`src/rtl/i2s_stereo_transceiver.sv`:
```
// I2S master: BCLK/LRCLK generation, stereo TX from a one-deep holding register, stereo RX; I2S_LEFT_JUSTIFIED_EN selects left-justified framing.
// Latency: a sample accepted in frame N is transmitted in frame N+1; rx_valid pulses one clk after the right-slot last bit is sampled.
// Backpressure: tx_ready drops while the holding register is full; RX has none, so the consumer must take every rx_valid pulse.
module i2s_stereo_transceiver #(
    parameter int SYS_CLK_FREQ = 50_000_000,
    parameter int SAMPLE_RATE  = 44_100,
    parameter int DATA_WIDTH   = 16,
    parameter int SLOT_WIDTH   = 32
) (
    input  logic                  clk,
    input  logic                  rst,
    input  logic [DATA_WIDTH-1:0] tx_left,
    input  logic [DATA_WIDTH-1:0] tx_right,
    input  logic                  tx_valid,
    output logic                  tx_ready,
    output logic                  tx_underrun,
    output logic [DATA_WIDTH-1:0] rx_left,
    output logic [DATA_WIDTH-1:0] rx_right,
    output logic                  rx_valid,
    output logic                  i2s_bclk,
    output logic                  i2s_lrclk,
    input  logic                  i2s_sdata_in,
    output logic                  i2s_sdata_out
);

    localparam int HALF_DIV_RAW = SYS_CLK_FREQ / (SAMPLE_RATE * 4 * SLOT_WIDTH);
    localparam int HALF_DIV     = (HALF_DIV_RAW < 1) ? 1 : HALF_DIV_RAW;
    localparam int DIV_W        = (HALF_DIV > 1) ? $clog2(HALF_DIV) : 1;
    localparam int CNT_W        = $clog2(2 * SLOT_WIDTH);
    localparam int DW           = DATA_WIDTH;

    localparam logic [DIV_W-1:0] DIV_LAST = DIV_W'(HALF_DIV - 1);
    localparam logic [CNT_W-1:0] CNT_LAST = CNT_W'(2 * SLOT_WIDTH - 1);
    localparam logic [CNT_W-1:0] SLOT     = CNT_W'(SLOT_WIDTH);

`ifdef I2S_LEFT_JUSTIFIED_EN
    localparam logic [CNT_W-1:0] P_LAST = CNT_W'(DATA_WIDTH - 1);
    if (DATA_WIDTH > SLOT_WIDTH) begin : g_width_chk
        $error("DATA_WIDTH must not exceed SLOT_WIDTH");
    end
`else
    localparam logic [CNT_W-1:0] P_LAST = CNT_W'(DATA_WIDTH);
    if (DATA_WIDTH >= SLOT_WIDTH) begin : g_width_chk
        $error("DATA_WIDTH must be smaller than SLOT_WIDTH");
    end
`endif
    if (DATA_WIDTH < 2) begin : g_dw_chk
        $error("DATA_WIDTH must be at least 2");
    end

    logic [DIV_W-1:0] div_q, div_d;
    logic             bclk_q, bclk_d;
    logic             lrclk_q, lrclk_d;
    logic             sdata_q, sdata_d;
    logic [CNT_W-1:0] bit_cnt_q, bit_cnt_d;
    logic             hold_full_q, hold_full_d;
    logic [DW-1:0]    hold_l_q, hold_l_d, hold_r_q, hold_r_d;
    logic [DW-1:0]    tx_l_sh_q, tx_l_sh_d, tx_r_sh_q, tx_r_sh_d;
    logic [DW-1:0]    rx_l_sh_q, rx_l_sh_d, rx_r_sh_q, rx_r_sh_d;
    logic [DW-1:0]    rx_left_q, rx_left_d, rx_right_q, rx_right_d;
    logic             rx_valid_q, rx_valid_d;
    logic             underrun_q, underrun_d;

    logic             toggle, fall_tick, rise_tick, frame_start;
    logic [CNT_W-1:0] cnt_nxt, tx_pos, rx_pos;
    logic             tx_in_data, rx_in_data;
    logic [DW-1:0]    cur_l, cur_r;

    always_comb begin
        div_d       = div_q;
        bclk_d      = bclk_q;
        lrclk_d     = lrclk_q;
        sdata_d     = sdata_q;
        bit_cnt_d   = bit_cnt_q;
        hold_full_d = hold_full_q;
        hold_l_d    = hold_l_q;
        hold_r_d    = hold_r_q;
        tx_l_sh_d   = tx_l_sh_q;
        tx_r_sh_d   = tx_r_sh_q;
        rx_l_sh_d   = rx_l_sh_q;
        rx_r_sh_d   = rx_r_sh_q;
        rx_left_d   = rx_left_q;
        rx_right_d  = rx_right_q;
        rx_valid_d  = 1'b0;
        underrun_d  = 1'b0;
        cur_l       = tx_l_sh_q;
        cur_r       = tx_r_sh_q;

        toggle      = (div_q == DIV_LAST);
        fall_tick   = toggle && bclk_q;
        rise_tick   = toggle && !bclk_q;
        frame_start = fall_tick && (bit_cnt_q == CNT_LAST);
        cnt_nxt     = (bit_cnt_q == CNT_LAST) ? '0 : bit_cnt_q + CNT_W'(1);
        tx_pos      = (cnt_nxt >= SLOT) ? cnt_nxt - SLOT : cnt_nxt;
        rx_pos      = (bit_cnt_q >= SLOT) ? bit_cnt_q - SLOT : bit_cnt_q;
`ifdef I2S_LEFT_JUSTIFIED_EN
        tx_in_data  = (tx_pos <= P_LAST);
        rx_in_data  = (rx_pos <= P_LAST);
`else
        tx_in_data  = (tx_pos != '0) && (tx_pos <= P_LAST);
        rx_in_data  = (rx_pos != '0) && (rx_pos <= P_LAST);
`endif

        if (toggle) begin
            div_d  = '0;
            bclk_d = !bclk_q;
        end else begin
            div_d  = div_q + DIV_W'(1);
        end

        // accept and frame-start load are exclusive: one needs empty, the other full
        if (tx_valid && !hold_full_q) begin
            hold_full_d = 1'b1;
            hold_l_d    = tx_left;
            hold_r_d    = tx_right;
        end

        if (fall_tick) begin
            bit_cnt_d = cnt_nxt;
            if (frame_start) begin
                lrclk_d    = 1'b0;
                underrun_d = !hold_full_q;
                if (hold_full_q) begin
                    cur_l       = hold_l_q;
                    cur_r       = hold_r_q;
                    hold_full_d = 1'b0;
                end else begin
                    cur_l = '0;
                    cur_r = '0;
                end
            end
            if (cnt_nxt == SLOT) begin
                lrclk_d = 1'b1;
            end
            sdata_d   = 1'b0;
            tx_l_sh_d = cur_l;
            tx_r_sh_d = cur_r;
            if (tx_in_data) begin
                if (cnt_nxt < SLOT) begin
                    sdata_d   = cur_l[DW-1];
                    tx_l_sh_d = {cur_l[DW-2:0], 1'b0};
                end else begin
                    sdata_d   = cur_r[DW-1];
                    tx_r_sh_d = {cur_r[DW-2:0], 1'b0};
                end
            end
        end

        if (rise_tick && rx_in_data) begin
            if (bit_cnt_q < SLOT) begin
                rx_l_sh_d = {rx_l_sh_q[DW-2:0], i2s_sdata_in};
            end else begin
                rx_r_sh_d = {rx_r_sh_q[DW-2:0], i2s_sdata_in};
                if (rx_pos == P_LAST) begin
                    rx_left_d  = rx_l_sh_q;
                    rx_right_d = {rx_r_sh_q[DW-2:0], i2s_sdata_in};
                    rx_valid_d = 1'b1;
                end
            end
        end
    end

    always_ff @(posedge clk or posedge rst) begin
        if (rst) begin
            div_q       <= '0;
            bclk_q      <= 1'b0;
            lrclk_q     <= 1'b1;
            sdata_q     <= 1'b0;
            bit_cnt_q   <= CNT_LAST;
            hold_full_q <= 1'b0;
            hold_l_q    <= '0;
            hold_r_q    <= '0;
            tx_l_sh_q   <= '0;
            tx_r_sh_q   <= '0;
            rx_l_sh_q   <= '0;
            rx_r_sh_q   <= '0;
            rx_left_q   <= '0;
            rx_right_q  <= '0;
            rx_valid_q  <= 1'b0;
            underrun_q  <= 1'b0;
        end else begin
            div_q       <= div_d;
            bclk_q      <= bclk_d;
            lrclk_q     <= lrclk_d;
            sdata_q     <= sdata_d;
            bit_cnt_q   <= bit_cnt_d;
            hold_full_q <= hold_full_d;
            hold_l_q    <= hold_l_d;
            hold_r_q    <= hold_r_d;
            tx_l_sh_q   <= tx_l_sh_d;
            tx_r_sh_q   <= tx_r_sh_d;
            rx_l_sh_q   <= rx_l_sh_d;
            rx_r_sh_q   <= rx_r_sh_d;
            rx_left_q   <= rx_left_d;
            rx_right_q  <= rx_right_d;
            rx_valid_q  <= rx_valid_d;
            underrun_q  <= underrun_d;
        end
    end

    assign tx_ready      = !hold_full_q;
    assign tx_underrun   = underrun_q;
    assign rx_left       = rx_left_q;
    assign rx_right      = rx_right_q;
    assign rx_valid      = rx_valid_q;
    assign i2s_bclk      = bclk_q;
    assign i2s_lrclk     = lrclk_q;
    assign i2s_sdata_out = sdata_q;

endmodule
```
`config.mk`:
```
export PLATFORM = sky130hd
export DESIGN_NAME = i2s_stereo_transceiver
export DESIGN_NICKNAME = d
export VERILOG_FILES = /design/src/rtl/i2s_stereo_transceiver.sv
export SDC_FILE = /design/constraint.sdc
export NUM_CORES = 1
export LEC_CHECK = 0
export BUFFER_PORTS_ARGS = -buffer_cell sky130_fd_sc_hd__clkbuf_2
export CAP_MARGIN = 10
export CORE_MARGIN = 10
export CORE_UTILIZATION = 58
export DETAILED_ROUTE_END_ITERATION = 6
export PLACE_DENSITY = 0.88
export RECOVER_POWER = 50
export SYNTH_ARGS = -nofsm -noshare
export SYNTH_HDL_FRONTEND = slang
export SYNTH_SLANG_ARGS = --single-unit
```
`constraint.sdc`:
```
create_clock -name clk -period 6 [get_ports clk]
set_clock_uncertainty 0.05 [all_clocks]
set_input_delay 0.9 -clock clk [delete_from_list [all_inputs] [get_ports clk]]
set_output_delay 0.9 -clock clk [all_outputs]
set_load 0.1 [all_outputs]
```
==> flow_summary.yaml, run 1 <==
clocking:
  postCtsHoldBufs: 0
  cts_setup_buffers: 0
  cts_tree: "done"
  clkTransAtPathRegs_ns: 0.06
  cts_inserted_buffers: 17
  insertion_delay_ns: 0.42
  cts_sinks: 142
  htree_levels: 4
  clock_path_buffers: 2
  cts.repair.resized: 0
  cts-root-buf: "clkbuf_16"
critical_path:
  start_kind: "register"
  slowest_delay_ns: 1.10
  worstReg2RegEnd: "rx_left[7]"
  slowest_stage: "or3_2"
  arrival_ns: 3.73
  end_kind: "register"
  ff2ff_setup_slack_ns: 2.52
  required_ns: 6.25
  reg2reg_from: "bit_cnt_q[0]"
  worstPathMaxFanout: 32
  critical_path_buf_inv_count: 1
  path_class: "register to register"
  cp_cell_sequence: "inv_1 -> ha_1 -> nor3b_1 -> xnor2_2 -> nand3_1 -> or3_2 -> mux2_4"
  crit_family: "simple AND/OR/NAND/NOR gates"
  r2r_cells: 7
die:
  fp.coreArea_um2: 10900
  die_h_um: 126
  start_util: 0.597
  dieWidth_um: 126
  dieArea_um2: 15900
  std_cell_rows: 38
  io_pins: 74
logic_synthesis:
  async_flop_share: 1.00
  synth.top_cell.area_share: 0.517
  synth-edff-count: 0
  syn-cell-area_um2: 6530
  yosys-top-cells-area: "dfrtp_1, mux2_2, mux2_4"
  yosys_warnings: 0
  yosysUniqueCellTypes: 51
  synth_seq_area_share: 0.545
  syn_area_per_cell_um2: 12.6
  dominantRegCellSynth: "dfrtp_1"
  syn_nets: 559
  yosysTopAreaCell: "dfrtp_1"
  synthCells: 518
  synth-seq-cells: 142
cells_and_area:
  diodes: 0
  register_area_um2: 3560
  multi_input_area_um2: 2720
  layout-drive-gt1-share: 0.346
  fin_util: 0.681
  fillCellCount: 808
  syn2layout_area_growth_pct: 14.1
  nets: 614
  final_cell_area_um2: 7450
global_route:
  track_usage: 0.176
  grt_overflow: 0
  grt_pass1_vias: 4631
  grt_pass1_wl_um: 23200
  antenna_found_initial: 0
  grt_max_degree: 81
placed_design:
  io_buffers: 73
  globalplace.congestion: 0.831
  place_area_um2: 6890
  dpl.hpwl_um: 8690
sta:
  setup_viol: 0
  max-slew-margin-rel: -0.863
  drv_slew: 138
  rsz0062_at_grt: "false"
  fmax_mhz: 287
  min_period_ns: 3.48
  worst_slew_pin_slew_ns: 2.78
  hold_viol_final: 0
  tns_ns: 0
  min_period_over_period: 0.580
pwr:
  ir_worst_vdd_v: 0.000263
  p_per_area_nw_per_um2: 308
  p_leak_nw: 3.51
  total_power_w: 0.00230
route:
  vias_per_cell: 6.05
  drtIter0Drc: 483
  vias: 4390
  drt_first_pass_iters: 5
  drc: 0
  wire_per_inst_um: 18.6
  ant_nets: 0
  wl_um: 13500
worst_hold_path:
  min_to: "div_q[0]"
  hold_start: "div_q[0]"
  hold_class: "register to register"
  hold_depth: 1
run:
  maxCapViolations: 3
outcome:
  violations: "max-capacitance violations, max-slew violations"
  status: "complete, but fails checks"
[metrics by stage]
stage                     cells  hold slack (ns)  setup slack, ns
after global placement      694            0.364             2.91
final                       726            0.389             2.52
after floorplan             518            0.353             1.25
after CTS                   726            0.395             2.78
after detailed placement    694            0.387             2.79
after global routing        726            0.419             2.24
[cell type report]
type | count | area share
Sequential cell | 142 | 0.478
Multi-Input combinational cell | 328 | 0.365
Clock buffer | 25 | 0.0652
Timing Repair Buffer | 78 | 0.0500
Tap cell | 140 | 0.0235
Clock inverter | 7 | 0.0151
Inverter | 6 | 0.00319
[worst reg2reg max path: cells and delay by family (launching register included)]
family                     cells  cell delay [ns]
and+or+nand+nor                3             1.80
buffers and inverters          1             0.09
xor gates and xnor gates       1             0.16
DFF                            1             0.60
muxes                          1             0.47
adders and majority gates      1             0.19
[flip-flops by register name, indices dropped and copies added, names as in the netlist, 3 cells and up]
name / cells
hold_l_q: 16
hold_r_q: 16
rx_l_sh_q: 16
rx_left: 16
rx_right: 16
tx_l_sh_q: 16
tx_r_sh_q: 16
rx_r_sh_q: 15
bit_cnt_q: 6
div_q: 3
[cell families (layout without fill, tap and decap cells)]
logic type,Yosys count,count (layout),share of synthesized area
flops,142,142,0.545
simple gates,111,111,0.0935
compound gates,109,109,0.120
mux,97,97,0.184
buf+inv,48,116,0.0385
xor+xnor,6,6,0.00920
fa+ha+maj,5,5,0.00958
[worst max path at each step]
stage,to,depth (start not counted),slack (ns),startpoint
floorplan,div_q[0],1,1.25,rst
global placement,rx_left[12],7,2.91,bit_cnt_q[0]
detailed placement,rx_left[7],7,2.79,bit_cnt_q[0]
CTS,rx_left[7],7,2.78,bit_cnt_q[0]
global route,hold_r_q[0],3,2.24,rst
finish,rx_left[7],7,2.52,bit_cnt_q[0]
[Yosys cell counts, types with 2 or more instances]
cell and n:
dfrtp_1 135, mux2_2 66, a21oi_1 30, mux2_4 30, nand2_1 30, a221o_1 25
clkbuf_1 22, nand3_1 21, o21ai_0 21, nand4_1 16, and3_1 13, a211oi_1 12
buf_2 11, nor2_1 9, buf_6 7, dfstp_2 7, inv_1 6, ha_1 5
a21o_1 4, and2_1 4, nor3_1 4, xnor2_1 3, a211o_1 2, a22o_1 2
a31oi_1 2, nand3_2 2, nor2b_1 2, o211ai_1 2, o21a_1 2, xor2_1 2
[per-layer routing]
| metal | routed length [um] | GRT usage | vias to the layer above |
|---|---|---|---|
| li1 | - | - | 2036 |
| met4 | 195 | 0.0656 | 0 |
| met1 | 6020 | 0.223 | 2202 |
| met3 | 763 | 0.0508 | 19 |
| met2 | 6550 | 0.280 | 133 |
| met5 | 0 | 0 | - |
[power breakdown]
group,switching (W),internal (W)
Sequential,0.0000479,0.00104
Combinational,0.0000637,0.0000785
Clock,0.000378,0.000685
[cells in the final DEF (no fill, tap or decap), drive strengths merged, types with 5 or more instances in the layout]
master | netlist | routed
a21oi | 30 | 30
mux2 | 96 | 96
ha | 5 | 5
clkbuf | 23 | 100
nand4 | 16 | 16
inv | 6 | 5
and3 | 13 | 13
nor2 | 10 | 10
nand3 | 23 | 23
dfrtp | 135 | 135
nand2 | 30 | 30
dfstp | 7 | 7
a211oi | 13 | 13
o21ai | 21 | 21
a221o | 25 | 25
No activity file was read; power rests on OpenSTA's default activity.
==> inputs of run 2 (changes only) <==
--- a/config.mk
+++ b/config.mk
@@ -8,9 +8,9 @@
 export BUFFER_PORTS_ARGS = -buffer_cell sky130_fd_sc_hd__clkbuf_2
 export CAP_MARGIN = 10
 export CORE_MARGIN = 10
-export CORE_UTILIZATION = 58
+export CORE_UTILIZATION = 53
 export DETAILED_ROUTE_END_ITERATION = 6
-export PLACE_DENSITY = 0.88
+export PLACE_DENSITY = 0.85
 export RECOVER_POWER = 50
 export SYNTH_ARGS = -nofsm -noshare
 export SYNTH_HDL_FRONTEND = slang
==> constraint.sdc (replaced) <==
create_clock -name clk -period 2.92 [get_ports clk]
set_clock_uncertainty 0.05 [all_clocks]
set_input_delay 0.438 -clock clk [delete_from_list [all_inputs] [get_ports clk]]
set_output_delay 0.438 -clock clk [all_outputs]
set_load 0.1 [all_outputs]
==> run 2 against run 1 <==
  * The flow still finishes with violations (max-capacitance violations, max-slew violations)
  * Register-to-register slack worse by 2.2 ns
  * Utilization fell by 4.8 points
  * Cell count rose by 5.5%
  * Sequential power grew 110%
  * Die area up 7.9%
  * Highest routed layer unchanged
==> flow_summary.yaml, run 2 (same netlist as run 1, synthesis figures left out) <==
outcome:
  status: "complete, but fails checks"
  violations: "max-capacitance violations, max-slew violations"
sta:
  worst_slew_pin_slew_ns: 1.67
  min_period_ns: 2.64
  hold_viol_final: 0
  max-slew-margin-rel: -0.122
  tns_ns: 0
  rsz0062_at_grt: "false"
  min_period_over_period: 0.904
  drv_slew: 41
  fmax_mhz: 379
  setup_viol: 0
critical_path:
  arrival_ns: 2.89
  start_kind: "register"
  path_class: "register to register"
  end_kind: "register"
  worstPathMaxFanout: 32
  required_ns: 3.17
  ff2ff_setup_slack_ns: 0.28
clocking:
  clkTransAtPathRegs_ns: 0.06
  cts.repair.resized: 0
  cts-root-buf: "clkbuf_16"
  clock_path_buffers: 2
  postCtsHoldBufs: 0
  cts_inserted_buffers: 17
  cts_tree: "done"
  cts_sinks: 142
  insertion_delay_ns: 0.42
  htree_levels: 4
  cts_setup_buffers: 0
pwr:
  p_leak_nw: 3.60
  p_per_area_nw_per_um2: 636
  ir_worst_vdd_v: 0.000544
  total_power_w: 0.00485
cells_and_area:
  mostFrequentLayoutCells: "dfrtp_1, mux2_2, clkbuf_2"
  diodes: 0
  nets: 626
  syn2layout_area_growth_pct: 16.9
  final_cell_count_no_fill: 766
  layout-drive-gt1-share: 0.378
  layout_commonest_cell: "dfrtp_1"
route:
  ant_nets: 0
  vias_per_cell: 5.76
  drc: 0
  drt_first_pass_iters: 4
  wl_um: 14100
  wire_per_inst_um: 18.4
  vias: 4415
  drtIter0Drc: 353
global_route:
  grt_pass1_vias: 4570
  grt_max_degree: 57
  antenna_found_initial: 0
  grt_overflow: 0
  track_usage: 0.171
  grt_pass1_wl_um: 23100
run:
  maxCapViolations: 1
die:
  start_util: 0.541
  fp.coreArea_um2: 12100
  die_h_um: 131
  dieWidth_um: 131
  std_cell_rows: 40
  dieArea_um2: 17200
  io_pins: 74
worst_hold_path:
  hold_class: "primary input to register"
placed_design:
  dpl.hpwl_um: 9290
  globalplace.congestion: 0.817
  dp_cells: 734
  io_buffers: 73
## run 2: changes by cell type in the layout (fill, tap and decap cells not counted), moves of 2 or more
cell        previous run  this run
clkbuf_1              25        15
clkbuf_8               3         0
clkbuf_2              55        62
clkinv_2               3         0
clkinvlp_4             1         3
buf_4                  3        13
inv_6                  0         7
## run 2: power by group
part / leakage [nW] / switching [W] / internal [W]
logic: 1.43 / 0.000121 / 0.000162
clock network: 0.299 / 0.000868 / 0.00145
registers: 1.87 / 0.000109 / 0.00215
total: 3.60 / 0.00110 / 0.00376
## run 2: path summary, 6_finish.rpt
| check | start | endpoint | cells after the start |
|---|---|---|---|
| min in group asynchronous | rst | tx_underrun | 2 |
| worst max-delay path | bit_cnt_q[0] | rx_left[4] | 8 |
| worst max register to register | bit_cnt_q[0] | rx_left[4] | 8 |
| max in group asynchronous | rst | tx_l_sh_q[5] | 3 |
| worst min register to register | div_q[0] | div_q[0] | 1 |
| worst min-delay path | tx_right[5] | hold_r_q[5] | 2 |
## run 2: final cells by class
type | count | area (um2)
fillers | 912 | 4430
clock buffers | 18 | 429
inverters | 6 | 23.8
well taps | 168 | 210
flip-flops and latches | 142 | 3560
clock inverters | 14 | 204
repair buffers | 90 | 480
multi-input cells | 328 | 2720
## run 2: critical path: stages, from the launching register on
cell,delay [ns]
dfstp_2,0.60
inv_1,0.09
ha_1,0.20
nor3b_1,0.16
xnor2_2,0.17
nand3_2,0.09
or3_2,0.45
buf_4,0.32
mux2_4,0.37
## run 2: per-stage QoR
step | utilization | instance area (um2) | setup slack (ns) | hold slack (ns)
5_1_grt | 0.633 | 7630 | 0.0684 | 0.195
3_5_place_dp | 0.585 | 7050 | 0.286 | 0.405
3_3_place_gp | 0.585 | 7050 | 0.391 | 0.366
6_report | 0.633 | 7630 | 0.280 | 0.195
4_1_cts | 0.637 | 7690 | 0.273 | 0.153
2_1_floorplan | - | 6540 | 0.506 | 0.353
## run 2: per-layer routing
metal  vias up  part of all wire  global-route usage
li1       2057                 -                   -
met1      2221              0.44               0.213
met2       123              0.49               0.280
met3        14             0.053              0.0415
met4         0             0.013              0.0661
met5         -                 0                   0
